<file path="src/rtl/icb_arb2.sv">
// -----------------------------------------------------------------------------
// icb_arb2 : two-master / one-slave ICB arbiter with response watchdog.
//
// Grants one command at a time, keeps the grant until the matching response
// completes and steers that response back to the owning master. If the slave
// does not answer within TO_CYC cycles of accepting the command, the arbiter
// answers the owner itself with err=1, rdata=0.
//
// Parameters
//   AW      address width
//   DW      data width (write mask is DW/8 bits)
//   TO_CYC  response timeout in cycles after command acceptance, 0 = off
//
// Ports
//   clk, rst            clock, synchronous active-high reset
//   m0_icb_cmd_* / rsp_*  master 0 (core) command and response channels
//   m1_icb_cmd_* / rsp_*  master 1 (debug/DMA) command and response channels
//   s_icb_cmd_* / rsp_*   shared slave command and response channels
//   timeout_o           one-cycle pulse when the watchdog fires
//
// Configuration macro
//   ICB_ARB_RR_EN  defined    : round-robin, pointer moves to the non-owner
//                               after every completed response
//                  undefined  : fixed priority, m1 wins ties
// -----------------------------------------------------------------------------
module icb_arb2 #(
  parameter int AW     = 32,
  parameter int DW     = 32,
  parameter int TO_CYC = 255
) (
  input  logic            clk,
  input  logic            rst,
  // master 0
  input  logic            m0_icb_cmd_valid,
  output logic            m0_icb_cmd_ready,
  input  logic [AW-1:0]   m0_icb_cmd_addr,
  input  logic            m0_icb_cmd_read,
  input  logic [DW-1:0]   m0_icb_cmd_wdata,
  input  logic [DW/8-1:0] m0_icb_cmd_wmask,
  output logic            m0_icb_rsp_valid,
  input  logic            m0_icb_rsp_ready,
  output logic            m0_icb_rsp_err,
  output logic [DW-1:0]   m0_icb_rsp_rdata,
  // master 1
  input  logic            m1_icb_cmd_valid,
  output logic            m1_icb_cmd_ready,
  input  logic [AW-1:0]   m1_icb_cmd_addr,
  input  logic            m1_icb_cmd_read,
  input  logic [DW-1:0]   m1_icb_cmd_wdata,
  input  logic [DW/8-1:0] m1_icb_cmd_wmask,
  output logic            m1_icb_rsp_valid,
  input  logic            m1_icb_rsp_ready,
  output logic            m1_icb_rsp_err,
  output logic [DW-1:0]   m1_icb_rsp_rdata,
  // slave
  output logic            s_icb_cmd_valid,
  input  logic            s_icb_cmd_ready,
  output logic [AW-1:0]   s_icb_cmd_addr,
  output logic            s_icb_cmd_read,
  output logic [DW-1:0]   s_icb_cmd_wdata,
  output logic [DW/8-1:0] s_icb_cmd_wmask,
  input  logic            s_icb_rsp_valid,
  output logic            s_icb_rsp_ready,
  input  logic            s_icb_rsp_err,
  input  logic [DW-1:0]   s_icb_rsp_rdata,
  // watchdog
  output logic            timeout_o
);

  typedef enum logic [1:0] {
    ST_IDLE = 2'd0,
    ST_CMD  = 2'd1,
    ST_RSP  = 2'd2
  } state_e;

  // The counter holds the number of RSP cycles already spent waiting; the
  // watchdog fires in the cycle that would bring that number to TO_CYC.
  localparam int CW = (TO_CYC > 1) ? $clog2(TO_CYC) : 1;
  localparam logic [CW-1:0] TO_LAST = CW'((TO_CYC > 0) ? TO_CYC - 1 : 0);

  state_e        state_q, state_d;
  logic          own_q, own_d;
  logic          to_q, to_d;        // watchdog error response is being held
  logic [CW-1:0] cnt_q, cnt_d;

  logic          any_valid_s;
  logic          sel_s;
  logic          cmd_own_s;
  logic          cmd_path_s;
  logic          cmd_hs_s;
  logic          wd_hit_s;
  logic          own_rsp_ready_s;
  logic          rsp_valid_s;
  logic          rsp_err_s;
  logic [DW-1:0] rsp_rdata_s;
  logic          rsp_done_s;

  assign any_valid_s = m0_icb_cmd_valid | m1_icb_cmd_valid;

`ifdef ICB_ARB_RR_EN
  logic ptr_q, ptr_d;
  assign sel_s = (m0_icb_cmd_valid & m1_icb_cmd_valid) ? ptr_q : m1_icb_cmd_valid;
`else
  // m1 wins a tie; with no request m0 is nominally selected
  assign sel_s = m1_icb_cmd_valid;
`endif

  // Command routing: free choice in IDLE, locked to the owner in CMD
  assign cmd_own_s  = (state_q == ST_IDLE) ? sel_s : own_q;
  assign cmd_path_s = ((state_q == ST_IDLE) & any_valid_s) | (state_q == ST_CMD);

  // Command mux toward the slave; everything is zero when no command is routed
  always_comb begin
    s_icb_cmd_valid = 1'b0;
    s_icb_cmd_addr  = '0;
    s_icb_cmd_read  = 1'b0;
    s_icb_cmd_wdata = '0;
    s_icb_cmd_wmask = '0;
    if (cmd_path_s) begin
      if (cmd_own_s) begin
        s_icb_cmd_valid = m1_icb_cmd_valid;
        s_icb_cmd_addr  = m1_icb_cmd_addr;
        s_icb_cmd_read  = m1_icb_cmd_read;
        s_icb_cmd_wdata = m1_icb_cmd_wdata;
        s_icb_cmd_wmask = m1_icb_cmd_wmask;
      end else begin
        s_icb_cmd_valid = m0_icb_cmd_valid;
        s_icb_cmd_addr  = m0_icb_cmd_addr;
        s_icb_cmd_read  = m0_icb_cmd_read;
        s_icb_cmd_wdata = m0_icb_cmd_wdata;
        s_icb_cmd_wmask = m0_icb_cmd_wmask;
      end
    end else begin
      s_icb_cmd_valid = 1'b0;
    end
  end

  // Only the selected/owning master sees the slave's ready, and only outside RSP
  always_comb begin
    m0_icb_cmd_ready = 1'b0;
    m1_icb_cmd_ready = 1'b0;
    if (state_q != ST_RSP) begin
      m0_icb_cmd_ready = s_icb_cmd_ready & ~cmd_own_s;
      m1_icb_cmd_ready = s_icb_cmd_ready &  cmd_own_s;
    end else begin
      m0_icb_cmd_ready = 1'b0;
    end
  end

  assign cmd_hs_s        = s_icb_cmd_valid & s_icb_cmd_ready;
  assign own_rsp_ready_s = own_q ? m1_icb_rsp_ready : m0_icb_rsp_ready;
  assign wd_hit_s        = (TO_CYC != 0) && (cnt_q == TO_LAST);

  // Next-state, watchdog and response selection
  always_comb begin
    state_d         = state_q;
    own_d           = own_q;
    to_d            = to_q;
    cnt_d           = cnt_q;
    rsp_valid_s     = 1'b0;
    rsp_err_s       = 1'b0;
    rsp_rdata_s     = '0;
    rsp_done_s      = 1'b0;
    s_icb_rsp_ready = 1'b0;
    timeout_o       = 1'b0;
    case (state_q)
      ST_IDLE: begin
        // a late slave response after a timeout or reset is swallowed here
        s_icb_rsp_ready = 1'b1;
        if (any_valid_s) begin
          own_d   = sel_s;
          state_d = cmd_hs_s ? ST_RSP : ST_CMD;
          cnt_d   = '0;
          to_d    = 1'b0;
        end else begin
          state_d = ST_IDLE;
        end
      end
      ST_CMD: begin
        if (cmd_hs_s) begin
          state_d = ST_RSP;
          cnt_d   = '0;
          to_d    = 1'b0;
        end else begin
          state_d = ST_CMD;
        end
      end
      ST_RSP: begin
        if (to_q) begin
          // hold the error response; drain anything the slave sends meanwhile
          rsp_valid_s     = 1'b1;
          rsp_err_s       = 1'b1;
          s_icb_rsp_ready = 1'b1;
          rsp_done_s      = own_rsp_ready_s;
        end else if (s_icb_rsp_valid) begin
          // slave response beats a coincident timeout
          rsp_valid_s     = 1'b1;
          rsp_err_s       = s_icb_rsp_err;
          rsp_rdata_s     = s_icb_rsp_rdata;
          s_icb_rsp_ready = own_rsp_ready_s;
          rsp_done_s      = own_rsp_ready_s;
          if (!own_rsp_ready_s && (cnt_q != TO_LAST)) begin
            cnt_d = cnt_q + CW'(1'b1);
          end else begin
            cnt_d = cnt_q;
          end
        end else if (wd_hit_s) begin
          rsp_valid_s = 1'b1;
          rsp_err_s   = 1'b1;
          timeout_o   = 1'b1;
          to_d        = 1'b1;
          rsp_done_s  = own_rsp_ready_s;
        end else if (cnt_q != TO_LAST) begin
          cnt_d = cnt_q + CW'(1'b1);
        end else begin
          cnt_d = cnt_q;
        end
        if (rsp_done_s) begin
          state_d = ST_IDLE;
          to_d    = 1'b0;
        end else begin
          state_d = ST_RSP;
        end
      end
      default: begin
        state_d = ST_IDLE;
        own_d   = 1'b0;
        to_d    = 1'b0;
        cnt_d   = '0;
      end
    endcase
  end

`ifdef ICB_ARB_RR_EN
  // Pointer hands preference to the non-owner once a response completes
  always_comb begin
    if ((state_q == ST_RSP) && rsp_done_s) begin
      ptr_d = ~own_q;
    end else begin
      ptr_d = ptr_q;
    end
  end

  // Round-robin pointer register
  always_ff @(posedge clk) begin
    if (rst) begin
      ptr_q <= 1'b0;
    end else begin
      ptr_q <= ptr_d;
    end
  end
`endif

  // Response demux: the non-owner never sees a response
  always_comb begin
    m0_icb_rsp_valid = rsp_valid_s & ~own_q;
    m0_icb_rsp_err   = rsp_err_s   & ~own_q;
    m0_icb_rsp_rdata = own_q ? '0 : rsp_rdata_s;
    m1_icb_rsp_valid = rsp_valid_s &  own_q;
    m1_icb_rsp_err   = rsp_err_s   &  own_q;
    m1_icb_rsp_rdata = own_q ? rsp_rdata_s : '0;
  end

  // FSM, ownership and watchdog registers
  always_ff @(posedge clk) begin
    if (rst) begin
      state_q <= ST_IDLE;
      own_q   <= 1'b0;
      to_q    <= 1'b0;
      cnt_q   <= '0;
    end else begin
      state_q <= state_d;
      own_q   <= own_d;
      to_q    <= to_d;
      cnt_q   <= cnt_d;
    end
  end

endmodule
</file>
<file path="config.mk">
export PLATFORM = sky130hd
export DESIGN_NAME = icb_arb2
export DESIGN_NICKNAME = d
export VERILOG_FILES = /design/src/rtl/icb_arb2.sv
export SDC_FILE = /design/constraint.sdc
export NUM_CORES = 1
export LEC_CHECK = 0
export ABC_AREA = 1
export CAP_MARGIN = 20
export CORE_AREA = 2 2 125 127
export CTS_CLUSTER_SIZE = 24
export DETAILED_ROUTE_END_ITERATION = 8
export DIE_AREA = 0 0 127 129
export DONT_BUFFER_PORTS = 1
export GPL_TIMING_DRIVEN = 0
export SYNTH_ARGS = -nofsm -noshare
export SYNTH_HDL_FRONTEND = slang
export SYNTH_SLANG_ARGS = --single-unit
</file>
<file path="constraint.sdc">
create_clock -name clk -period 1.63 [get_ports clk]
set_clock_uncertainty 0.1 [all_clocks]
set_input_delay 0.326 -clock clk [delete_from_list [all_inputs] [get_ports clk]]
set_output_delay 0.326 -clock clk [all_outputs]
set_load 0.05 [all_outputs]
</file>
==> summary.log <==
[global_route] antenna violations before repair 0
[critical_path] Critical Path Source state_q[0]$_SDFF_PP0_
[routing] final antenna-violating net count 0
[floorplan] Horiz. Die Dim 127 um
[clock_network] # clock sinks 12
[global_route] pin count of the biggest net entering global routing 11
[yosys] post-synthesis net count 677
[clock_network] clk_lat worst skew 0.25 ns
[outcome] violated checks setup timing
[clock_network] Clock Root Buffer sky130_fd_sc_hd__clkbuf_16
[yosys] Unique masters post-synth 26
[min_path] Tightest Hold Check Type in -> reg
[critical_path] CP required 1.20 ns
[global_route] Tot GR Track Use 0.183
[routing] DR iter-0 viols 152
[flow_run] number of max-cap violations 0
[global_route] number of global-route vias before repair 3845
[routing] met3 wirelength from detailed routing 1690 um
[sta] Final Setup Violations 152
[placed_design] final weighted congestion in routability-driven placement 0.882
[critical_path] slack of the worst reg-to-reg path -0.20 ns
[finish] most frequent cells in the layout sky130_fd_sc_hd__nand2_1 (127), sky130_fd_sc_hd__buf_6 (69), sky130_fd_sc_hd__a21oi_4 (69), sky130_fd_sc_hd__nor3_4 (67), sky130_fd_sc_hd__inv_1 (48)
[pwr] leak pwr 0.00250 uW
[finish] share of post-route cells with drive strength above 1 0.625
[sta] final critical path time including I/O delays and setup 2.33 ns
[yosys] flop and latch count out of synthesis 12
[routing] detailed-route wire length per cell 21.5 um
[sta] final worst-path setup slack -0.701 ns
[finish] area used by multi-input combinational logic 3800 sq um
[finish] diode insertion count for antenna repair 0
[critical_path] nature of the critical path startpoint register
[critical_path] data arrival time of the critical path 1.90 ns
[routing] routed via count 3885
[floorplan] Total Die Area 16400 sq um
[sta] total negative setup slack -86.57 ns
[floorplan] row cnt 45
[sta] RSZ-0062 raised after global routing yes
[clock_network] H-tree depth 1
[floorplan] die span in y 129 um
[finish] relative area change from synthesis to final layout 156%
[sta] Worst slew margin 0.399
[floorplan] initial standard-cell utilization of the core 0.164
[critical_path] terminus of the critical flop-to-flop path cnt_q[3]$_SDFFE_PP0P_
[yosys] Mapped Avg Cell Area 5.01 sq um
[clock_network] TritonCTS clock tree built
[placed_design] buffers added on ports 0
[yosys] yosys synthesis warning count 0
[sta] post-route clock period utilization 1.43
[routing] ratio of routed vias to standard cells 4.94
[floorplan] Ports 321
[routing] final wirelength 16900 um
[floorplan] placeable core region 15000 sq um
[finish] share of the core filled with cells 0.420
[critical_path] Crit Path Class reg -> out
[yosys] area of the mapped netlist 2460 sq um
[routing] 1st-pass router iterations 4
[pwr] power density relative to cell area 1160 nW/um^2
[finish] net count reported at finish 785
[routing] Residual DRC 0
[global_route] wire length of the first global-routing pass 23000 um
[critical_path] R2R Path Start state_q[0]$_SDFF_PP0_
[clock_network] maximum clock insertion buffer count 2
[placed_design] minimum setup slack after placement -0.743 ns
[clock_network] number of CTS-inserted buffers 3
[placed_design] number of instances in the placed design 723
[outcome] result of the run finished with violations
[routing] detailed-routed wire length on met2 8960 um
[sta] final-report max-slew violation count 0
[finish] most common library cell in the layout ignoring fill and taps sky130_fd_sc_hd__nand2_1
[yosys] portion of the post-synthesis area used by sequential elements 0.0977
[sta] final hold violation count 0
[clock_network] CTS clock-pin slew for the worst setup and hold paths 0.05 ns
[finish] sequential cell area in the final layout 254 sq um
[yosys] synthesized instance count 491
[critical_path] capturing element of the worst setup path m1_icb_rsp_rdata[16]
[routing] wl on met1 5820 um
[sta] Worst-Margin Slew 0.894 ns
[critical_path] Register-to-Register Path Depth 11
[finish] Final Non-Filler Cells 786
[pwr] VDD IR max 0.480 mV
[routing] top routing layer used met4
[placed_design] hpwl dp 11900 um
[critical_path] peak fanout along the critical path 8
[global_route] total gr overflow 0
[critical_path] nature of the critical path endpoint output pin
[finish] fill cell count 1369
[sta] maximum operating frequency 0.429 GHz
-- what timing repair did --
item	in CTS	in global routing
hold endpoints to repair	0	0
gates cloned	11	2
setup buffers	40	8
gates resized for setup	255	59
pin swaps	76	52
setup endpoints to repair	151	154
hold buffers	0	0
-- routing by layer --
metal	up-vias	track usage
met5	-	0
met4	0	0.0368
met1	1800	0.197
met2	239	0.356
met3	26	0.0532
li1	1820	-
-- power by group --
part	internal, uW	total (uW)	switching [uW]
Clock	372	523	151
Combinational	1830	6400	4570
Sequential	333	365	31.3
Total	2540	7280	4750
-- per-stage QoR --
step	area, sq um	total power (uW)	hold WS, ns
final	6290	7280	0.172
after global routing	6290	7570	0.199
after CTS	5970	7090	0.176
after detailed placement	4250	5480	0.379
after global placement	3870	5410	0.372
after floorplan	3640	4810	0.354
-- flip-flops by register name, summed over array words and instances, names as in the netlist --
register and flops:
cnt_q 8, own_q 1, state_q 2, to_q 1
-- worst min path at each step --
stage,end,cells after the start,slack (ns),start
after floorplan,cnt_q[5]$_SDFFE_PP0P_,2,0.35,cnt_q[5]$_SDFFE_PP0P_
after global placement,cnt_q[5]$_SDFFE_PP0P_,2,0.37,cnt_q[5]$_SDFFE_PP0P_
after detailed placement,cnt_q[5]$_SDFFE_PP0P_,2,0.38,cnt_q[5]$_SDFFE_PP0P_
after CTS,to_q$_SDFFE_PP0P_,3,0.18,s_icb_rsp_valid
after global routing,to_q$_SDFFE_PP0P_,3,0.20,s_icb_rsp_valid
final,to_q$_SDFFE_PP0P_,3,0.17,s_icb_rsp_valid
-- synth_stat cells --
cell | instances | share of area
sky130_fd_sc_hd__nor3b_1 | 1 | 0.0031
sky130_fd_sc_hd__o21ai_0 | 2 | 0.0041
sky130_fd_sc_hd__buf_6 | 1 | 0.0046
sky130_fd_sc_hd__a21oi_1 | 76 | 0.15
sky130_fd_sc_hd__nand3b_1 | 1 | 0.0031
sky130_fd_sc_hd__o21bai_1 | 1 | 0.0031
sky130_fd_sc_hd__nor2_4 | 1 | 0.0046
sky130_fd_sc_hd__a22oi_1 | 1 | 0.0031
sky130_fd_sc_hd__nand4_1 | 9 | 0.023
sky130_fd_sc_hd__dfxtp_1 | 12 | 0.098
sky130_fd_sc_hd__nand2_2 | 3 | 0.0076
sky130_fd_sc_hd__o21bai_2 | 1 | 0.0046
sky130_fd_sc_hd__nand3_1 | 10 | 0.020
sky130_fd_sc_hd__nor2_1 | 19 | 0.029
sky130_fd_sc_hd__nor3_1 | 71 | 0.14
sky130_fd_sc_hd__ha_1 | 7 | 0.036
sky130_fd_sc_hd__clkbuf_1 | 20 | 0.031
sky130_fd_sc_hd__inv_1 | 54 | 0.082
sky130_fd_sc_hd__inv_2 | 3 | 0.0046
sky130_fd_sc_hd__nand2_4 | 3 | 0.014
sky130_fd_sc_hd__nand4_4 | 1 | 0.0086
sky130_fd_sc_hd__buf_2 | 15 | 0.031
sky130_fd_sc_hd__a211oi_1 | 1 | 0.0031
sky130_fd_sc_hd__nand3_4 | 2 | 0.014
sky130_fd_sc_hd__nand2_1 | 175 | 0.27
sky130_fd_sc_hd__buf_4 | 1 | 0.0031
-- layout make-up --
type | instances | share of cell area
repair buffers | 99 | 0.181
well taps | 188 | 0.0374
inverters | 57 | 0.0398
plain buffers | 37 | 0.0827
repair inverters | 1 | 0.00139
multi-input cells | 388 | 0.603
clock buffers | 4 | 0.0141
flip-flops and latches | 12 | 0.0403
-- cell families after synthesis --
| family | Yosys count | synth area share |
|---|---|---|
| buffers and inverters | 94 | 0.156 |
| AND/OR/NAND/NOR | 296 | 0.539 |
| adder cells (fa/ha/maj) | 7 | 0.0356 |
| AO/OA/AOI/OAI | 82 | 0.172 |
| flip-flops | 12 | 0.0977 |
-- critical path: stages (launching register included) --
cell                        delay (ns)
sky130_fd_sc_hd__dfxtp_4          0.35
sky130_fd_sc_hd__inv_4            0.07
sky130_fd_sc_hd__buf_4            0.12
sky130_fd_sc_hd__ha_4             0.16
sky130_fd_sc_hd__nand3_4          0.21
sky130_fd_sc_hd__clkbuf_16        0.26
sky130_fd_sc_hd__nor3_4           0.49
No activity file was read; power rests on OpenSTA's default activity.
